File: src/rtl/lsu_mmio_ctrl.sv
// ============================================================================
// Module  : lsu_mmio_ctrl
// Brief   : Multi-cycle load/store unit driving one MMIO/data bus transaction
//           per request. Optional bus watchdog enabled by LSU_TIMEOUT_EN.
// Revision: 1.0 - initial release
// ============================================================================
`default_nettype none

module lsu_mmio_ctrl #(
    parameter int TIMEOUT_CYCLES = 255
) (
    input  logic        clk,
    input  logic        rst_n,
    input  logic        req_valid,
    output logic        req_ready,
    input  logic        is_store,
    input  logic [2:0]  funct3,
    input  logic [31:0] addr,
    input  logic [31:0] wdata,
    output logic        busy,
    output logic        resp_valid,
    output logic [31:0] rdata,
    output logic        misaligned,
    output logic        access_err,
    output logic        bus_valid,
    input  logic        bus_ready,
    output logic        bus_we,
    output logic [31:0] bus_addr,
    output logic [3:0]  bus_be,
    output logic [31:0] bus_wdata,
    input  logic        bus_rvalid,
    input  logic [31:0] bus_rdata,
    input  logic        bus_err
);

    typedef enum logic [1:0] {
        S_IDLE = 2'd0,
        S_REQ  = 2'd1,
        S_WAIT = 2'd2,
        S_RESP = 2'd3
    } state_t;

    state_t      r_state;
    state_t      w_next;
    logic        r_is_store;
    logic [2:0]  r_funct3;
    logic [31:0] r_addr;
    logic [31:0] r_wdata;
    logic [31:0] r_rdata;
    logic        r_misaligned;
    logic        r_access_err;

    logic        w_req_mis;
    logic        w_req_ill;
    logic        w_timeout;
    logic [31:0] w_shifted;
    logic [31:0] w_load_data;
    logic [3:0]  w_be;
    logic [31:0] w_wdata_rep;
    logic        w_in_req;

    // Request checks use the live inputs so a faulty access skips the bus.
    assign w_req_mis = ((funct3[1:0] == 2'b01) & addr[0]) |
                       ((funct3[1:0] == 2'b10) & (|addr[1:0]));
    assign w_req_ill = is_store ? (funct3 > 3'b010)
                                : ((funct3 == 3'b011) | (funct3[2:1] == 2'b11));

`ifdef LSU_TIMEOUT_EN
    localparam int c_cnt_w = ($clog2(TIMEOUT_CYCLES + 1) > 8) ? $clog2(TIMEOUT_CYCLES + 1) : 8;
    logic [c_cnt_w-1:0] r_cnt;

    assign w_timeout = ((r_state == S_REQ) || (r_state == S_WAIT)) &&
                       (r_cnt == c_cnt_w'(TIMEOUT_CYCLES - 1));

    always_ff @(posedge clk or negedge rst_n) begin
        if (!rst_n) begin
            r_cnt <= '0;
        end else if (r_state == S_IDLE) begin
            r_cnt <= '0;
        end else if ((r_state == S_REQ) || (r_state == S_WAIT)) begin
            r_cnt <= r_cnt + 1'b1;
        end
    end
`else
    assign w_timeout = 1'b0;
    // Parameter retained so both builds share one instantiation footprint.
    if (TIMEOUT_CYCLES < 1) begin : g_timeout_unused
    end
`endif

    assign w_shifted = bus_rdata >> {r_addr[1:0], 3'b000};

    always_comb begin
        w_load_data = w_shifted;
        case (r_funct3)
            3'b000:  w_load_data = {{24{w_shifted[7]}}, w_shifted[7:0]};
            3'b001:  w_load_data = {{16{w_shifted[15]}}, w_shifted[15:0]};
            3'b100:  w_load_data = {24'h0, w_shifted[7:0]};
            3'b101:  w_load_data = {16'h0, w_shifted[15:0]};
            default: w_load_data = w_shifted;
        endcase
    end

    always_comb begin
        w_be        = 4'b1111;
        w_wdata_rep = r_wdata;
        if (r_is_store) begin
            case (r_funct3[1:0])
                2'b00: begin
                    w_be        = 4'b0001 << r_addr[1:0];
                    w_wdata_rep = {4{r_wdata[7:0]}};
                end
                2'b01: begin
                    w_be        = 4'b0011 << r_addr[1:0];
                    w_wdata_rep = {2{r_wdata[15:0]}};
                end
                default: begin
                    w_be        = 4'b1111;
                    w_wdata_rep = r_wdata;
                end
            endcase
        end
    end

    always_comb begin
        w_next = r_state;
        case (r_state)
            S_IDLE: if (req_valid) w_next = (w_req_mis | w_req_ill) ? S_RESP : S_REQ;
            S_REQ: begin
                if (w_timeout)      w_next = S_RESP;
                else if (bus_ready) w_next = S_WAIT;
            end
            S_WAIT: begin
                if (bus_rvalid)     w_next = S_RESP;
                else if (w_timeout) w_next = S_RESP;
            end
            default: w_next = S_IDLE;
        endcase
    end

    always_ff @(posedge clk or negedge rst_n) begin
        if (!rst_n) begin
            r_state <= S_IDLE;
        end else begin
            r_state <= w_next;
        end
    end

    always_ff @(posedge clk or negedge rst_n) begin
        if (!rst_n) begin
            r_is_store   <= 1'b0;
            r_funct3     <= 3'b000;
            r_addr       <= 32'h0;
            r_wdata      <= 32'h0;
            r_rdata      <= 32'h0;
            r_misaligned <= 1'b0;
            r_access_err <= 1'b0;
        end else begin
            case (r_state)
                S_IDLE: if (req_valid) begin
                    r_is_store   <= is_store;
                    r_funct3     <= funct3;
                    r_addr       <= addr;
                    r_wdata      <= wdata;
                    r_rdata      <= 32'h0;
                    r_misaligned <= w_req_mis;
                    r_access_err <= w_req_ill;
                end
                S_REQ: if (w_timeout) r_access_err <= 1'b1;
                S_WAIT: begin
                    if (bus_rvalid) begin
                        r_access_err <= bus_err;
                        r_rdata      <= (bus_err | r_is_store) ? 32'h0 : w_load_data;
                    end else if (w_timeout) begin
                        r_access_err <= 1'b1;
                    end
                end
                default: ;
            endcase
        end
    end

    // Bus and response outputs are gated by state so reset clears them at once.
    assign w_in_req   = (r_state == S_REQ);
    assign bus_valid  = w_in_req;
    assign bus_we     = w_in_req & r_is_store;
    assign bus_addr   = w_in_req ? {r_addr[31:2], 2'b00} : 32'h0;
    assign bus_be     = w_in_req ? w_be : 4'b0000;
    assign bus_wdata  = (w_in_req & r_is_store) ? w_wdata_rep : 32'h0;

    assign req_ready  = (r_state == S_IDLE);
    assign busy       = (r_state != S_IDLE);
    assign resp_valid = (r_state == S_RESP);
    assign rdata      = resp_valid ? r_rdata : 32'h0;
    assign misaligned = resp_valid & r_misaligned;
    assign access_err = resp_valid & r_access_err;

endmodule

`default_nettype wire

File: config.mk
export PLATFORM = sky130hd
export DESIGN_NAME = lsu_mmio_ctrl
export DESIGN_NICKNAME = d
export VERILOG_FILES = /design/src/rtl/lsu_mmio_ctrl.sv
export SDC_FILE = /design/constraint.sdc
export NUM_CORES = 1
export LEC_CHECK = 0
export ABC_AREA = 1
export BUFFER_PORTS_ARGS = -buffer_cell sky130_fd_sc_hd__buf_4
export CAP_MARGIN = 25
export CORE_MARGIN = 2
export CORE_UTILIZATION = 47
export CTS_BUF_LIST = sky130_fd_sc_hd__clkbuf_4 sky130_fd_sc_hd__clkbuf_8
export DETAILED_ROUTE_END_ITERATION = 8
export HOLD_SLACK_MARGIN = 0.02
export PLACE_DENSITY = 0.82
export SLEW_MARGIN = 20
export SYNTH_ARGS = -nofsm -noshare
export SYNTH_HDL_FRONTEND = slang
export SYNTH_SLANG_ARGS = --single-unit
File: constraint.sdc
create_clock -name clk -period 1.33 [get_ports clk]
set_input_delay 0.0665 -clock clk [delete_from_list [all_inputs] [get_ports clk]]
set_output_delay 0.0665 -clock clk [all_outputs]
set_load 0.02 [all_outputs]
==> flow_summary.yaml, run 1 <==
run_status:
  status: "stopped before the end"
  haltStage: "5_1_grt"
  error: "[ERROR GRT-0232] Routing congestion too high. Check the congestion heatmap in the GUI."
logic_synthesis:
  synth.cell_area_sq_mm: 0.00591
  yosysWarnings: 0
  syn_inst: 882
  synth_flop_cell: "dfrtp_1"
  synth_edf_count: 0
  ys_types: 30
  async_flop_share_pct: 100
  yosysSeqAreaShare_pct: 44.1
  ys_ff_latch: 104
  synth.avg_cell_area_sq_um: 6.70
timing:
  grt-worst-endpoint: "bus_wdata[26]"
  endpoint_type: "primary output"
floorplanning:
  die_x_microns: 116
  rows: 40
  die_h_microns: 116
  io_pins: 213
  start_util_pct: 48.6
grt:
  grt_overflow: 3
  grtUsageTotal_pct: 71.9
  grt_max_degree: 44
cts:
  cts_root_buf: "clkbuf_8"
  clock_path_buffers: 2
  htreeDepth: 3
  clock_sinks: 104
  numCtsBuffers: 9
placement:
  post-place-ws_ns: -0.230
  dpl.cell_count: 1267
  place.gp.congestion: 0.960
  port_buffers: 210
  hpwl_microns: 13600
==> synth_stat cells (all sizes together) (4+ instances only) <==
master	count	area share, %
a21oi	20	1.7
buf	34	3.6
clkbuf	15	0.95
dfrtp	104	44
ha	4	0.85
inv	115	7.4
nand2	438	28
nand3	28	3.0
nor2	55	3.9
o211ai	7	0.89
o21ai	48	4.1
o22ai	5	0.53
==> kinds of logic after synthesis <==
group | after synthesis | share of synthesized area, %
buffers and inverters | 164 | 11.9
AOI/OAI and AO/OA | 84 | 7.65
and+or+nand+nor | 525 | 35.4
adders and majority gates | 4 | 0.847
other | 1 | 0.0635
DFF | 104 | 44.1
==> layer usage <==
layer	GRT usage, %	overflow
met1	75.2	0
met2	89.2	0
met3	55.8	0
met4	64.5	3
met5	21.5	0
==> stage by stage <==
step / area, sq um / setup TNS [ns] / utilization, %
floorplan: 6210 / -11.03 / -
global placement: 8230 / -7.90 / 67.6
detailed placement: 8230 / -13.90 / 67.6
CTS: 10600 / -60.67 / 87.1
==> repair_timing <==
item | 4_1_cts
setup endpoints to repair | 208
gates resized for setup | 222
buffers inserted | 30
gates cloned | 19
endpoints found under the hold margin | 173
pin swaps | 56
hold buffers | 69
==> run 2: changes to the inputs <==
--- a/config.mk
+++ b/config.mk
@@ -9,11 +9,9 @@
 export BUFFER_PORTS_ARGS = -buffer_cell sky130_fd_sc_hd__buf_4
 export CAP_MARGIN = 25
 export CORE_MARGIN = 2
-export CORE_UTILIZATION = 47
-export CTS_BUF_LIST = sky130_fd_sc_hd__clkbuf_4 sky130_fd_sc_hd__clkbuf_8
+export CORE_UTILIZATION = 35
 export DETAILED_ROUTE_END_ITERATION = 8
-export HOLD_SLACK_MARGIN = 0.02
-export PLACE_DENSITY = 0.82
+export PLACE_DENSITY_LB_ADDON = 0.15
 export SLEW_MARGIN = 20
 export SYNTH_ARGS = -nofsm -noshare
 export SYNTH_HDL_FRONTEND = slang
==> constraint.sdc (replaced) <==
create_clock -name clk -period 1.73 [get_ports clk]
set_input_delay 0.0865 -clock clk [delete_from_list [all_inputs] [get_ports clk]]
set_output_delay 0.0865 -clock clk [all_outputs]
set_load 0.02 [all_outputs]
==> flow_summary.yaml, run 2 <==
run_status:
  status: "completed"
hold_path:
  worstHoldPathCells: 3
  hp-start: "funct3[0]"
  min_to: "r_funct3[0]"
  hold_class: "input port to register"
routing:
  drtPass1Iterations: 5
  viasPerCell: 4.63
  drt_wl_total_microns: 19100
  drcViolationCount: 0
  drtIter0Drc: 352
  drtAntennaViolNets: 0
  wl_per_cell_microns: 13.7
  vias: 6455
floorplanning:
  io_pins: 213
  start_util_pct: 35.7
  die_x_microns: 134
  die_h_microns: 134
  die-area_sq_mm: 0.0179
  rows: 47
  core_area_sq_mm: 0.0165
worst_setup_path:
  r2r_end: "r_rdata[19]"
  rr_worst_depth: 10
  endpoint_kind: "primary output"
  crit_buf_inv: 4
  path_cells: "inv_2 -> ha_4 -> nand2_8 -> inv_6 -> buf_6 -> nand2_4 -> o21ai_2 -> buf_6"
  r2r-start: "r_state[0]"
  criticalPathCategory: "register to primary output"
  crit_family: "buffers and inverters"
  start_kind: "register"
  crit_path_max_incr_delay_ns: 0.38
  crit_path_top_delay_cell: "dfrtp_1"
  critPathRequiredTime_ns: 1.64
  ff2ff_setup_slack_ns: 0.07
  cpMostUsedCell: "buf_6"
  cp_max_fo: 5
  cp.arrival_ns: 1.63
cells_and_area:
  fillers: 1610
  reg_top3: "r_addr: 32 flops, r_rdata: 32 flops, r_wdata: 32 flops"
  final_cell_mix: "nand2_1, buf_4, inv_1"
  syn_to_final_growth_pct: 56.8
  design_area_sq_mm: 0.00926
  nets: 1281
  diodes: 0
  final_common_cell: "nand2_1"
  layout-drive-gt1-share_pct: 29.2
grt:
  antenna_found_initial: 0
  grt_overflow: 0
  grtUsageTotal_pct: 21.4
  grt_pass1_vias: 6163
  grt_pass1_wl_microns: 30700
  grt_max_degree: 41
logic_synthesis:
  synth_top_area_share_pct: 44.1
  synth.area.top_cells: "dfrtp_1, nand2_1, inv_1"
  async_flop_share_pct: 100
  synth.cell_area_sq_mm: 0.00591
  yosysSeqAreaShare_pct: 44.1
  syn_inst: 882
  synth_edf_count: 0
  ys_ff_latch: 104
  yosysMostFrequentCell: "nand2_1"
  yosysWarnings: 0
  netlist_top_cells_count: "nand2_1, inv_1, dfrtp_1"
  synth_flop_cell: "dfrtp_1"
  ys_types: 30
  synth.avg_cell_area_sq_um: 6.70
  synth_top_area_cell: "dfrtp_1"
power:
  ir_worst_vdd_mv: 0.842
  p_leak_nw: 5.46
  cellPowerDensity_mw_per_mm2: 1550
run:
  max_cap_violations: 0
timing:
  rsz0062_at_grt: "true"
  period_share_pct: 99.3
  max_freq_ghz: 0.582
  finalHoldViolCount: 0
  setup_viol: 0
  fin_crit_ns: 1.72
  tns_ns: 0
  slew_violations: 0
  skew_ns: 0.00897
  hold_ws_ns: 0.0318
cts:
  clkSlewWorstSetupHoldPaths_ns: 0.07
  clk-insertion-delay-late_ns: 0.35
  cts_tree: "yes"
  htreeDepth: 3
  numCtsBuffers: 9
  clock_sinks: 104
  cts_root_buf: "clkbuf_16"
  clock_path_buffers: 2
placement:
  hpwl_microns: 13200
  place.gp.congestion: 0.802
  port_buffers: 210
  dpl-instance-area_sq_mm: 0.00785
-- run 2: cell counts after synthesis --
No cell type changed its count.
-- run 2: per-stage QoR --
| stage | setup slack, ns | power [mW] | cells | util, % |
|---|---|---|---|---|
| final | 0.0125 | 14.3 | 1395 | 56.0 |
| after global routing | -0.0790 | 15.5 | 1395 | 56.0 |
| after CTS | -0.0154 | 13.8 | 1382 | 54.3 |
| after detailed placement | 0.0565 | 11.0 | 1294 | 47.5 |
| after global placement | 0.117 | 11.0 | 1294 | 47.5 |
| after floorplan | 0.00694 | 8.56 | 883 | - |
-- run 2: how the worst max path moves through the flow --
stage,from,end,slack [ns],depth (start not counted)
floorplan,r_state[1],bus_wdata[29],0.007,7
global placement,r_state[0],r_rdata[26],0.12,10
detailed placement,r_state[0],r_rdata[28],0.06,10
CTS,r_state[1],bus_wdata[10],-0.02,8
global route,r_state[1],bus_wdata[10],-0.08,8
finish,r_state[1],bus_wdata[10],0.01,8
-- run 2: layout make-up --
cell class / count / area [sq um] / area share, %
Clock inverter: 5 / 81.3 / 0.878
Sequential cell: 104 / 2610 / 28.2
Timing Repair Buffer: 325 / 2780 / 30.0
Tap cell: 220 / 275 / 2.97
Inverter: 115 / 453 / 4.89
Clock buffer: 10 / 239 / 2.58
Multi-Input combinational cell: 616 / 2820 / 30.5
-- run 2: per-layer routing --
layer | part of all wire, % | up-vias | GRT usage (%) | routed length [microns]
li1 | - | 3226 | - | -
met5 | 0 | - | 0 | 0
met2 | 49 | 184 | 36.8 | 9440
met3 | 6.1 | 18 | 4.12 | 1160
met1 | 43 | 3027 | 27.4 | 8200
met4 | 1.6 | 0 | 6.09 | 298
-- run 2: cells by family (layout without fill, tap and decap cells) --
| logic type | after synthesis | after routing | share of synthesized area [%] |
|---|---|---|---|
| fa+ha+maj | 4 | 4 | 0.847 |
| buf+inv | 164 | 455 | 11.9 |
| other cells | 1 | 2 | 0.0635 |
| compound gates | 84 | 84 | 7.65 |
| simple gates | 525 | 526 | 35.4 |
| flops | 104 | 104 | 44.1 |
-- run 2: where the power goes --
part | switching, mW | internal (mW) | total, mW
registers | 0.729 | 3.46 | 4.19
clock network | 0.944 | 1.30 | 2.25
logic | 4.73 | 3.14 | 7.88
-- run 2: timing repair --
action,in CTS,in global routing
pin swaps,0,7
endpoints found under the hold margin,168,0
cloned,0,2
setup endpoints to repair,69,115
resized for setup,33,52
setup buffers,8,11
hold buffers,65,0
-- run 2: worst min-delay path, delay by kind of cell --
family	cells	cell delay, ns
buf+inv	2	0.17
compound gates	1	0.08
No activity file was read; power rests on OpenSTA's default activity.
